<file path="src/rtl/trigger_pkg.sv">
// Shared definitions for the trigger/sample-enable handshake.
// Holds the initiator FSM state encoding and the default burst geometry,
// which the sampling controller also uses so both sides agree on it.
package trigger_pkg;

  // Initiator FSM states.
  typedef enum logic [1:0] {
    StIdle  = 2'd0,
    StPulse = 2'd1,
    StHold  = 2'd2
  } state_e;

  // Default spacing between trigger rises, in clock cycles (5 us at 200 MHz).
  localparam int unsigned DefPeriod = 1000;
  // Default number of triggers per burst.
  localparam int unsigned DefSpNum  = 6;

  // 8-bit increment that sticks at 255.
  function automatic logic [7:0] sat_inc8(input logic [7:0] v);
    return (v == 8'hff) ? v : v + 8'd1;
  endfunction

endpackage

</file>
<file path="src/rtl/trigger_gen.sv">
// trigger_gen: initiator side of the trigger/sample-enable handshake.
//
// On start_i it issues a burst of SP_NUM trigger pulses, each PULSE_W cycles
// wide, with rising edges PERIOD cycles apart. Every pulse must be acknowledged
// by sp_en_i before the next one is issued; a late ack delays the next rise,
// and no ack within TIMEOUT cycles of a rise ends the burst with timeout_err_o.
//
// Ports:
//   clk_i          system clock
//   rst_i          asynchronous, active-high reset
//   start_i        begin a burst (only looked at while idle)
//   abort_i        end the burst immediately, in any state
//   sp_en_i        acknowledge from the sampler (same clock domain)
//   trigger_o      registered trigger pulse
//   busy_o         high while a burst is in progress
//   done_o         one-cycle pulse on normal burst completion
//   timeout_err_o  one-cycle pulse when a missing ack ends the burst
//   sp_seen_o      sp_en_i-high cycles counted in the current/last burst
module trigger_gen
  import trigger_pkg::*;
#(
  parameter int unsigned PULSE_W = 4,
  parameter int unsigned PERIOD  = DefPeriod,
  parameter int unsigned SP_NUM  = DefSpNum,
  parameter int unsigned TIMEOUT = 4096,
  parameter int unsigned CNT_W   = 16
) (
  input  logic       clk_i,
  input  logic       rst_i,
  input  logic       start_i,
  input  logic       abort_i,
  input  logic       sp_en_i,
  output logic       trigger_o,
  output logic       busy_o,
  output logic       done_o,
  output logic       timeout_err_o,
  output logic [7:0] sp_seen_o
);

  localparam logic [CNT_W-1:0] PulseLast   = CNT_W'(PULSE_W - 1);
  localparam logic [CNT_W-1:0] PeriodLast  = CNT_W'(PERIOD - 1);
  localparam logic [CNT_W-1:0] TimeoutLast = CNT_W'(TIMEOUT - 1);
  localparam logic [CNT_W-1:0] PcMax       = {CNT_W{1'b1}};
  localparam logic [7:0]       SpNumLast   = 8'(SP_NUM);

  state_e           state_q, state_d;
  logic [CNT_W-1:0] pc_q, pc_d;           // cycles since latest trigger rise
  logic [7:0]       trig_cnt_q, trig_cnt_d;
  logic             ack_q, ack_d;         // ack seen since latest trigger rise
  logic [7:0]       sp_seen_q, sp_seen_d;
  logic             trigger_q, trigger_d;
  logic             busy_q, busy_d;
  logic             done_q, done_d;
  logic             timeout_q, timeout_d;
  logic [CNT_W-1:0] pc_inc;

  always_comb begin
    state_d    = state_q;
    pc_d       = pc_q;
    trig_cnt_d = trig_cnt_q;
    ack_d      = ack_q;
    sp_seen_d  = sp_seen_q;
    trigger_d  = trigger_q;
    busy_d     = busy_q;
    done_d     = 1'b0;
    timeout_d  = 1'b0;
    pc_inc     = (pc_q == PcMax) ? pc_q : pc_q + CNT_W'(1);

    if (abort_i) begin
      // Abort wins over everything; sp_seen is frozen and no status pulse fires.
      state_d   = StIdle;
      trigger_d = 1'b0;
      busy_d    = 1'b0;
    end else begin
      unique case (state_q)
        StIdle: begin
          trigger_d = 1'b0;
          busy_d    = 1'b0;
          if (start_i) begin
            state_d    = StPulse;
            pc_d       = '0;
            ack_d      = 1'b0;
            sp_seen_d  = '0;
            trig_cnt_d = 8'd1;
            trigger_d  = 1'b1;
            busy_d     = 1'b1;
          end
        end

        StPulse: begin
          pc_d = pc_inc;
          // An ack arriving while the pulse is still high is valid.
          if (sp_en_i) begin
            ack_d     = 1'b1;
            sp_seen_d = sat_inc8(sp_seen_q);
          end
          // The pulse always runs its full width, even if already acked.
          if (pc_q == PulseLast) begin
            state_d   = StHold;
            trigger_d = 1'b0;
          end
        end

        StHold: begin
          pc_d = pc_inc;
          if (sp_en_i) begin
            ack_d     = 1'b1;
            sp_seen_d = sat_inc8(sp_seen_q);
          end
          if (ack_q && (trig_cnt_q == SpNumLast)) begin
            state_d = StIdle;
            busy_d  = 1'b0;
            done_d  = 1'b1;
          end else if (ack_q && (pc_q >= PeriodLast)) begin
            // Either exactly on the period or immediately after a late ack.
            state_d    = StPulse;
            pc_d       = '0;
            ack_d      = 1'b0;
            trig_cnt_d = trig_cnt_q + 8'd1;
            trigger_d  = 1'b1;
          end else if (!ack_q && (pc_q == TimeoutLast)) begin
            state_d   = StIdle;
            busy_d    = 1'b0;
            timeout_d = 1'b1;
          end
        end

        default: begin
          state_d   = StIdle;
          trigger_d = 1'b0;
          busy_d    = 1'b0;
        end
      endcase
    end
  end

  always_ff @(posedge clk_i or posedge rst_i) begin
    if (rst_i) begin
      state_q    <= StIdle;
      pc_q       <= '0;
      trig_cnt_q <= '0;
      ack_q      <= 1'b0;
      sp_seen_q  <= '0;
      trigger_q  <= 1'b0;
      busy_q     <= 1'b0;
      done_q     <= 1'b0;
      timeout_q  <= 1'b0;
    end else begin
      state_q    <= state_d;
      pc_q       <= pc_d;
      trig_cnt_q <= trig_cnt_d;
      ack_q      <= ack_d;
      sp_seen_q  <= sp_seen_d;
      trigger_q  <= trigger_d;
      busy_q     <= busy_d;
      done_q     <= done_d;
      timeout_q  <= timeout_d;
    end
  end

  assign trigger_o     = trigger_q;
  assign busy_o        = busy_q;
  assign done_o        = done_q;
  assign timeout_err_o = timeout_q;
  assign sp_seen_o     = sp_seen_q;

endmodule

</file>
<file path="config.mk">
export PLATFORM = sky130hd
export DESIGN_NAME = trigger_gen
export DESIGN_NICKNAME = d
export VERILOG_FILES = /design/src/rtl/trigger_pkg.sv /design/src/rtl/trigger_gen.sv
export SDC_FILE = /design/constraint.sdc
export NUM_CORES = 1
export LEC_CHECK = 0
export BUFFER_PORTS_ARGS = -buffer_cell sky130_fd_sc_hd__buf_4
export CORE_ASPECT_RATIO = 1.2
export CORE_MARGIN = 5
export CORE_UTILIZATION = 55
export DETAILED_ROUTE_END_ITERATION = 8
export GPL_TIMING_DRIVEN = 0
export PLACE_DENSITY = 0.77
export SLEW_MARGIN = 20
export SYNTH_ARGS = -nofsm -noshare
export SYNTH_HDL_FRONTEND = slang
export SYNTH_SLANG_ARGS = --single-unit
</file>
<file path="constraint.sdc">
create_clock -name clk_i -period 2.8 [get_ports clk_i]
set_input_delay 0.7 -clock clk_i [delete_from_list [all_inputs] [get_ports clk_i]]
set_output_delay 0.7 -clock clk_i [all_outputs]
set_load 0.01 [all_outputs]
</file>
# Word level (Yosys, flattened, before mapping)

Cells that the tools add are included.

Order comparisons: 1
Reduce and logical (&&, ||, !) cells: 15
Muxes and demuxes: 44
Add/subtract/negate cells: 3
Equality and inequality tests: 20
Bitwise logic cells: 1

Operators by type and width:

| operator                                                                               | number |
|---|---|
| 16-bit 2-to-1 mux                                                                      | 4 |
| 8-bit 2-to-1 mux                                                                       | 6 |
| 16-bit case mux with 3 select lines                                                    | 1 |
| 8-bit case mux with 2 select lines                                                     | 2 |
| 1-bit 2-to-1 mux                                                                       | 21 |
| 16-bit by 1-bit adder with 16-bit output (second input constant)                       | 1 |
| 8-bit by 1-bit adder with 8-bit output (second input constant)                         | 2 |
| 16-bit by 12-bit equality test with 1-bit output (second input constant)               | 1 |
| 16-bit equality test (second input constant)                                           | 1 |
| 16-bit by 2-bit equality test with 1-bit output (second input constant)                | 1 |
| 16-bit by 10-bit greater-or-equal comparator with 1-bit output (second input constant) | 1 |
| 2-bit 2-to-1 mux                                                                       | 6 |
| 3-bit inequality test (second input constant)                                          | 4 |
| 3-bit AND reduction                                                                    | 4 |
| 2-bit inequality test (second input constant)                                          | 5 |
| 5-bit AND reduction                                                                    | 2 |
| 1-bit case mux with 3 select lines                                                     | 3 |
| 8-bit by 3-bit equality test with 1-bit output (second input constant)                 | 1 |
| 8-bit equality test (second input constant)                                            | 1 |
| 4-bit inequality test (second input constant)                                          | 2 |
| 2-bit case mux with 3 select lines                                                     | 1 |
| 5-bit inequality test (second input constant)                                          | 1 |
| 2-bit nonzero test                                                                     | 2 |
| 1-bit logical AND                                                                      | 3 |
| other kinds (8)                                                                        | 8 |

Flip-flop bits (word level): 39
Input bits: 5
Output and inout port bits: 12

# Logic depth before layout (Yosys ltp)

Gate-level depths: netlist (run 1).

Depth in word-level cells: 7
Mapped depth: 9
Gate-level depth less buffers: 7

# Worst setup path before layout (run 1)

OpenSTA, ideal clock, no wires.

Path type: reg-to-reg
Start: register state_q[0]
End: register pc_q[1]
Slack: 0.787 ns
Stages on the path, launching flop included: 9
Arrival: 1.891 ns
Clock period less this slack: 2.013 ns
Library setup time: 0.122 ns
Path buffers: 2
Path through: dfrtp_1 inv_1 ha_1 nor2b_1 or3_1 clkbuf_1 clkbuf_1 a31o_2 a32o_1

Word-level cells in the longest chain between the ends: 3
Elaborated cells between the ends (all ways): 7

RTL lines:

| element                                                                      | line               | text |
|---|---|---|
| from (decl)                                                                  | trigger_gen.sv:46  | `state_e state_q, state_d;` |
| from (signal assigned)                                                       | trigger_gen.sv:139 | `state_q <= StIdle;` |
| from (signal assigned)                                                       | trigger_gen.sv:149 | `state_q <= state_d;` |
| 2-bit equality test, or another cell as far along                            | trigger_gen.sv:75  | `unique case (state_q)` |
| 3-bit nonzero test (no line) / 2-bit inequality test (equally long branches) | -                  |  |
| 3-bit AND reduction (no line)                                                | -                  |  |
| to (signal assigned)                                                         | trigger_gen.sv:150 | `pc_q <= pc_d;` |
| to (decl)                                                                    | trigger_gen.sv:47  | `logic [CNT_W-1:0] pc_q, pc_d;` |

Parallel ways exist; a longest one is shown, timed or not.
A chain may end at the register's enable or synchronous reset.

# Worst setup path in the final report (run 1)

Start: register state_q[0]
End: register pc_q[15]

Same word-level chain as after synthesis.

==> results of run 1 <==
[flip-flops by register name, indices dropped and copies added, names as in the netlist]
register / flops
state_q: 2
timeout_err_o: 1
trigger_o: 1
ack_q: 1
trig_cnt_q: 8
pc_q: 16
done_o: 1
busy_o: 1
sp_seen_o: 8
[logic make-up after synthesis]
family / after synthesis / synth area share [%]
compound gates: 76 / 23.7
xor+xnor: 3 / 1.01
fa+ha+maj: 9 / 4.31
buf+inv: 32 / 5.89
flops: 39 / 37.4
mux: 6 / 2.59
simple gates: 119 / 25.2
[final timing paths]
path,slack (ns),depth (start not counted),startpoint,end
hold reg to reg,0.50,1,trigger_o$_DFFE_PP0P_,trigger_o$_DFFE_PP0P_
max in group asynchronous,1.93,3,rst_i,pc_q[6]$_DFFE_PP0P_
hold / removal,0.41,2,rst_i,trig_cnt_q[4]$_DFFE_PP0P_
min in group clk_i,0.50,1,trigger_o$_DFFE_PP0P_,trigger_o$_DFFE_PP0P_
setup / recovery,0.36,8,state_q[0]$_DFFE_PP0P_,pc_q[15]$_DFFE_PP0P_
setup reg to reg,0.36,8,state_q[0]$_DFFE_PP0P_,pc_q[15]$_DFFE_PP0P_
[layout by cell type (no fill, tap or decap), types with 3 or more instances in the layout]
cell,synthesis,final
o211ai_1,3,3
a22o_1,7,7
nor4_1,5,5
a41oi_1,5,5
clkbuf_8,0,7
xnor2_1,3,3
buf_2,3,3
ha_1,9,9
a31oi_1,10,10
and3_1,7,7
inv_1,16,15
buf_6,4,4
nand4_1,10,10
nand2_1,20,20
a21o_1,4,4
buf_4,0,16
clkbuf_1,9,9
o22ai_1,4,4
o31ai_1,5,5
dfrtp_1,39,39
nand3_1,21,21
mux2i_1,3,3
o21ai_0,6,6
nor3_1,8,8
nor2_1,19,19
a21oi_1,8,8
and2_1,7,7
and4_1,3,3
[area by class of cell]
cell class              count  area, um^2  area share [%]
clock buffers               7        96.3            3.28
clock inverters             1        7.51           0.256
flip-flops and latches     39         976            33.2
inverters                  16        60.1            2.05
repair buffers             17         148            5.03
plain buffers              16        93.8            3.20
multi-input cells         213        1480            50.5
well taps                  58        72.6            2.47
[per-stage QoR]
step	setup slack (ns)	cells	power, uW
after floorplan	0.787	284	1180
after global placement	0.399	358	1370
after detailed placement	0.366	359	1390
after CTS	0.359	367	1810
after global routing	0.0616	367	1930
final	0.357	367	1810
[routing by layer]
layer / vias up / track usage, % / routed length (um)
li1: 1132 / - / -
met1: 1132 / 27.5 / 2720
met2: 80 / 37.5 / 3170
met3: 22 / 4.98 / 339
met4: 0 / 10.2 / 192
met5: - / 0 / 0
[cells in the mapped netlist (all sizes together) (2+ instances only)]
master and number:
inv 16, mux2 3, buf 7, a21o 4
and3 7, dfrtp 39, nor3 8, ha 9
a31o 3, a211oi 2, o22ai 4, and4 5
o2111ai 2, o2bb2ai 2, o31ai 6, nand2 21
mux2i 3, nor4 6, nor3b 2, o311ai 2
a21oi 8, o211ai 3, o21ai 6, nand4 10
a31oi 10, nand3 23, and2 8, a41oi 5
a2111oi 2, or4 3, nor2 19, clkbuf 9
a22o 7, xnor2 3
[power by group]
part | internal (uW) | leakage (uW) | switching [uW]
Combinational | 274 | 0.000675 | 428
Clock | 224 | 0.0000505 | 200
Sequential | 614 | 0.000535 | 67.6
Total | 1110 | 0.00126 | 695
==> metrics.csv, run 1 <==
stage,metric,value,unit
job,max-cap-violations,0,
yosys,ys_seq_elements,39,
critical_path,critPathBufInv,2,
cells_and_area,fin_nets,322,
route,firstDrtPassIters,5,
clock_network,ctsResizeCount,0,
route,totalWireLength,6420,um
global_route,antenna_found_initial,0,
sta,hold_viol_final,0,
sta,fin_crit,2.44,ns
yosys,synthCells,284,
route,num_vias,2366,
sta,worst_pin_slew,0.719,ns
critical_path,end_kind,register,
cells_and_area,area_growth,12.4,%
route,drc,0,
critical_path,required,3.02,ns
critical_path,cp_top_family,simple AND/OR/NAND/NOR gates,
critical_path,crit_path_max_incr_delay,0.57,ns
outcome,run_status,"complete, no violations",
sta,timing.final.max_slew_violations,0,
power_and_ir_drop,ir_drop,0.000386,V
critical_path,worstPathArrival,2.66,ns
critical_path,path_class,reg2reg,
power_and_ir_drop,power_density,616,nW/um^2
sta,slew_headroom,51.7,%
global_route,grt_pass1_vias,2392,
clock_network,clockBufferDepth,2,
sta,setup_violations,0,
clock_network,path_clk_slew,0.08,ns
yosys,synthDominantCellAreaShare,37.4,%
sta,max_freq,409,MHz
sta,clock-skew-final,0.00804,ns
floorplanning,die_height,85.5,um
critical_path,path_cells,inv_1 -> ha_1 -> nor2b_1 -> nor3_1 -> and2_1 -> buf_2 -> nand4_1 -> a21oi_1,
floorplanning,core_area,4590,um^2
sta,finalSetupTns,0,ns
route,antenna_left,0,
placed_design,gp_congestion,0.958,
floorplanning,start_util,56.8,%
yosys,postSynth.asyncResetShare,100,%
clock_network,clock_latency,0.29,ns
sta,whs,0.408,ns
global_route,grt_pass1_wl,11300,um
critical_path,path_max_fanout,10,
critical_path,crit_path_start_kind,register,
route,avgRoutedWirePerCell,17.5,um
global_route,grt.total_usage,22.6,%
yosys,yosys_warnings,0,
floorplanning,die_area,6230,um^2
cells_and_area,fillerInstances,388,
clock_network,htree_levels,2,
yosys,ys_top_cells_by_area,"dfrtp_1, ha_1, nand3_1",
yosys,synth_enable_flop_cells,0,
route,vias_per_cell,6.45,
placed_design,place_hpwl,4730,um
sta,rsz0062_at_grt,no,
yosys,syn_area,2610,um^2
clock_network,tritoncts,yes,
yosys,synth_seq_area_share,37.4,%
floorplanning,die_w,72.9,um
power_and_ir_drop,leakagePower,0.00126,uW
placed_design,port-buffer-count,16,
sta,finalCritPeriodShare,87.3,%
clock_network,hold_buffers,0,
yosys,ys.flop_type,dfrtp_1,
clock_network,cts_num_sinks,39,
route,first_iter_violations,135,
floorplanning,pin_count,17,
clock_network,post_cts_buffers,0,
global_route,grt_max_degree,22,
yosys,synth_cell_types,62,
placed_design,place_area,2830,um^2
floorplanning,num_rows,27,
global_route,grt.overflow.total,0,
clock_network,cts_buffers,5,
cells_and_area,drive_above_1_share,16.8,%
cells_and_area,fin_util,63.9,%
yosys,syn-num-nets,298,
clock_network,clockRootBuffer,clkbuf_8,
critical_path,critPathSlowestCell,nor3_1,
yosys,yosysTopAreaCell,dfrtp_1,
yosys,synth_area_per_cell,9.19,um^2
hold_path,holdCritPathClass,in2async,
cells_and_area,fin_area,2940,um^2
cells_and_area,antenna_cells,0,
Power figures use the tool's default switching activity.
==> run 2: changes to the inputs <==
--- a/config.mk
+++ b/config.mk
@@ -10,7 +10,6 @@
 export CORE_MARGIN = 5
 export CORE_UTILIZATION = 55
 export DETAILED_ROUTE_END_ITERATION = 8
-export GPL_TIMING_DRIVEN = 0
 export PLACE_DENSITY = 0.77
 export SLEW_MARGIN = 20
 export SYNTH_ARGS = -nofsm -noshare
==> metrics.csv, run 2 (same netlist as run 1, synthesis figures left out) <==
stage,metric,value,unit,change
clock_network,cts_num_sinks,39,,unchanged
critical_path,r2r_slack,0.39,ns,was 0.36 ns
sta,hold_viol_final,0,,unchanged
global_route,grt_max_degree,40,,was 22
critical_path,required,3.02,ns,about the same
cells_and_area,antenna_cells,0,,unchanged
route,avgRoutedWirePerCell,18.5,um,was 17.5 um
cells_and_area,fillerInstances,415,,was 388
global_route,grt.overflow.total,0,,unchanged
critical_path,r2r_end,pc_q[3]$_DFFE_PP0P_,,was pc_q[15]$_DFFE_PP0P_
sta,fin_crit,2.41,ns,was 2.44 ns
sta,clock-skew-final,0.00607,ns,was 0.00804 ns
cells_and_area,fin_area,2920,um^2,was 2940 um^2
global_route,grt_pass1_wl,11200,um,was 11300 um
route,num_vias,2362,,was 2366
route,first_iter_violations,277,,was 135
power_and_ir_drop,leakagePower,0.00126,uW,about the same
placed_design,gp_congestion,0.921,,was 0.958
clock_network,hold_buffers,0,,unchanged
cells_and_area,final_common_cell,dfrtp_1,,unchanged
placed_design,place_hpwl,4800,um,was 4730 um
floorplanning,die_area,6230,um^2,unchanged
cells_and_area,area_growth,11.7,%,was 12.4%
sta,slew_headroom,58.8,%,was 51.7%
route,vias_per_cell,6.56,,was 6.45
cells_and_area,fin_nets,315,,was 322
placed_design,place_area,2790,um^2,was 2830 um^2
clock_network,clockBufferDepth,2,,unchanged
route,firstDrtPassIters,4,,was 5
sta,finalSetupTns,0,ns,unchanged
sta,max_freq,415,MHz,was 409 MHz
clock_network,post_cts_buffers,0,,unchanged
sta,rsz0062_at_grt,no,,unchanged
critical_path,r2r-start,pc_q[0]$_DFFE_PP0P_,,was state_q[0]$_DFFE_PP0P_
power_and_ir_drop,finalPower,1950,uW,was 1810 uW
clock_network,ctsResizeCount,0,,unchanged
job,max-cap-violations,0,,unchanged
sta,worst_pin_slew,0.618,ns,was 0.719 ns
floorplanning,start_util,56.8,%,unchanged
critical_path,end_kind,register,,unchanged
route,totalWireLength,6650,um,was 6420 um
sta,setup_violations,0,,unchanged
route,antenna_left,0,,unchanged
critical_path,worstPathArrival,2.63,ns,was 2.66 ns
cells_and_area,drive_above_1_share,17.2,%,was 16.8%
route,drc,0,,unchanged
power_and_ir_drop,ir_drop,0.000377,V,was 0.000386 V
cells_and_area,seq_area,976,um^2,unchanged
placed_design,port-buffer-count,16,,unchanged
clock_network,tritoncts,yes,,unchanged
floorplanning,die_height,85.5,um,unchanged
floorplanning,pin_count,17,,unchanged
clock_network,clock_latency,0.30,ns,was 0.29 ns
cells_and_area,largest-register,pc_q,,unchanged
clock_network,clockRootBuffer,clkbuf_8,,unchanged
critical_path,path_class,reg2reg,,unchanged
floorplanning,die_w,72.9,um,unchanged
cells_and_area,mostFrequentLayoutCells,"dfrtp_1, buf_4, nand3_1, nand2_1, nor2_1",,"was dfrtp_1, nand3_1, nand2_1, nor2_1, buf_4"
clock_network,cts_buffers,5,,unchanged
floorplanning,num_rows,27,,unchanged
power_and_ir_drop,power_density,668,nW/um^2,was 616 nW/um^2
global_route,antenna_found_initial,0,,unchanged
critical_path,path_max_fanout,12,,was 10
critical_path,worst_r2r_path_depth,7,,was 8
global_route,grt_pass1_vias,2243,,was 2392
clock_network,htree_levels,2,,unchanged
global_route,grt.total_usage,22.9,%,was 22.6%
cells_and_area,largest_reg_flops,16,,unchanged
critical_path,crit_path_start_kind,register,,unchanged
cells_and_area,multi_input_area,1480,um^2,unchanged
floorplanning,core_area,4590,um^2,unchanged
outcome,run_status,"complete, no violations",,unchanged
sta,finalCritPeriodShare,86.0,%,was 87.3%
clock_network,path_clk_slew,0.08,ns,about the same
sta,timing.final.max_slew_violations,0,,unchanged
hold_path,holdCritPathClass,in2async,,unchanged
[run 2: area by class of cell]
class | count | share of cell area (%)
timing repair buffer | 26 | 6.69
multi-input combinational | 213 | 50.8
tap | 58 | 2.49
inverter | 16 | 2.06
sequential | 39 | 33.4
clock inverter | 2 | 2.06
clock buffer | 6 | 2.49
[run 2: critical path: stages (launching register included)]
cell and delay [ns]:
dfrtp_1 0.43, ha_1 0.29, a211oi_1 0.45, nor3_1 0.13
o221ai_2 0.51, buf_4 0.24, nand3_1 0.07, a21oi_1 0.20
[run 2: where the power goes]
group          internal [uW]  switching [uW]  total, uW
Combinational            272             417        688
Sequential               614            77.3        691
Clock                    356             213        570
Total                   1240             708       1950
[run 2: how the worst max path moves through the flow]
stage | startpoint | to | slack (ns) | cells past startpoint
floorplan | state_q[0]$_DFFE_PP0P_ | pc_q[1]$_DFFE_PP0P_ | 0.79 | 8
global placement | state_q[0]$_DFFE_PP0P_ | sp_seen_o[5]$_DFFE_PP0P_ | 0.43 | 7
detailed placement | state_q[0]$_DFFE_PP0P_ | sp_seen_o[5]$_DFFE_PP0P_ | 0.41 | 7
CTS | state_q[0]$_DFFE_PP0P_ | sp_seen_o[5]$_DFFE_PP0P_ | 0.38 | 7
global route | state_q[0]$_DFFE_PP0P_ | sp_seen_o[5]$_DFFE_PP0P_ | 0.20 | 7
finish | pc_q[0]$_DFFE_PP0P_ | pc_q[3]$_DFFE_PP0P_ | 0.39 | 7
[run 2: stage by stage]
stage / worst slack [ns] / util, % / std cells / hold slack [ns]
finish: 0.391 / 63.5 / 360 / 0.514
global route: 0.205 / 63.5 / 360 / 0.569
CTS: 0.384 / 63.5 / 360 / 0.536
detailed placement: 0.414 / 60.6 / 352 / 0.527
global placement: 0.433 / 60.6 / 352 / 0.489
floorplan: 0.787 / - / 284 / 0.472
[run 2: routing by layer]
metal | global-route usage (%) | vias to the layer above | routed length (um)
met3 | 3.79 | 12 | 262
met2 | 36.9 | 57 | 3250
met1 | 30.8 | 1173 | 3010
met4 | 7.72 | 0 | 124
li1 | - | 1120 | -
met5 | 0 | - | 0
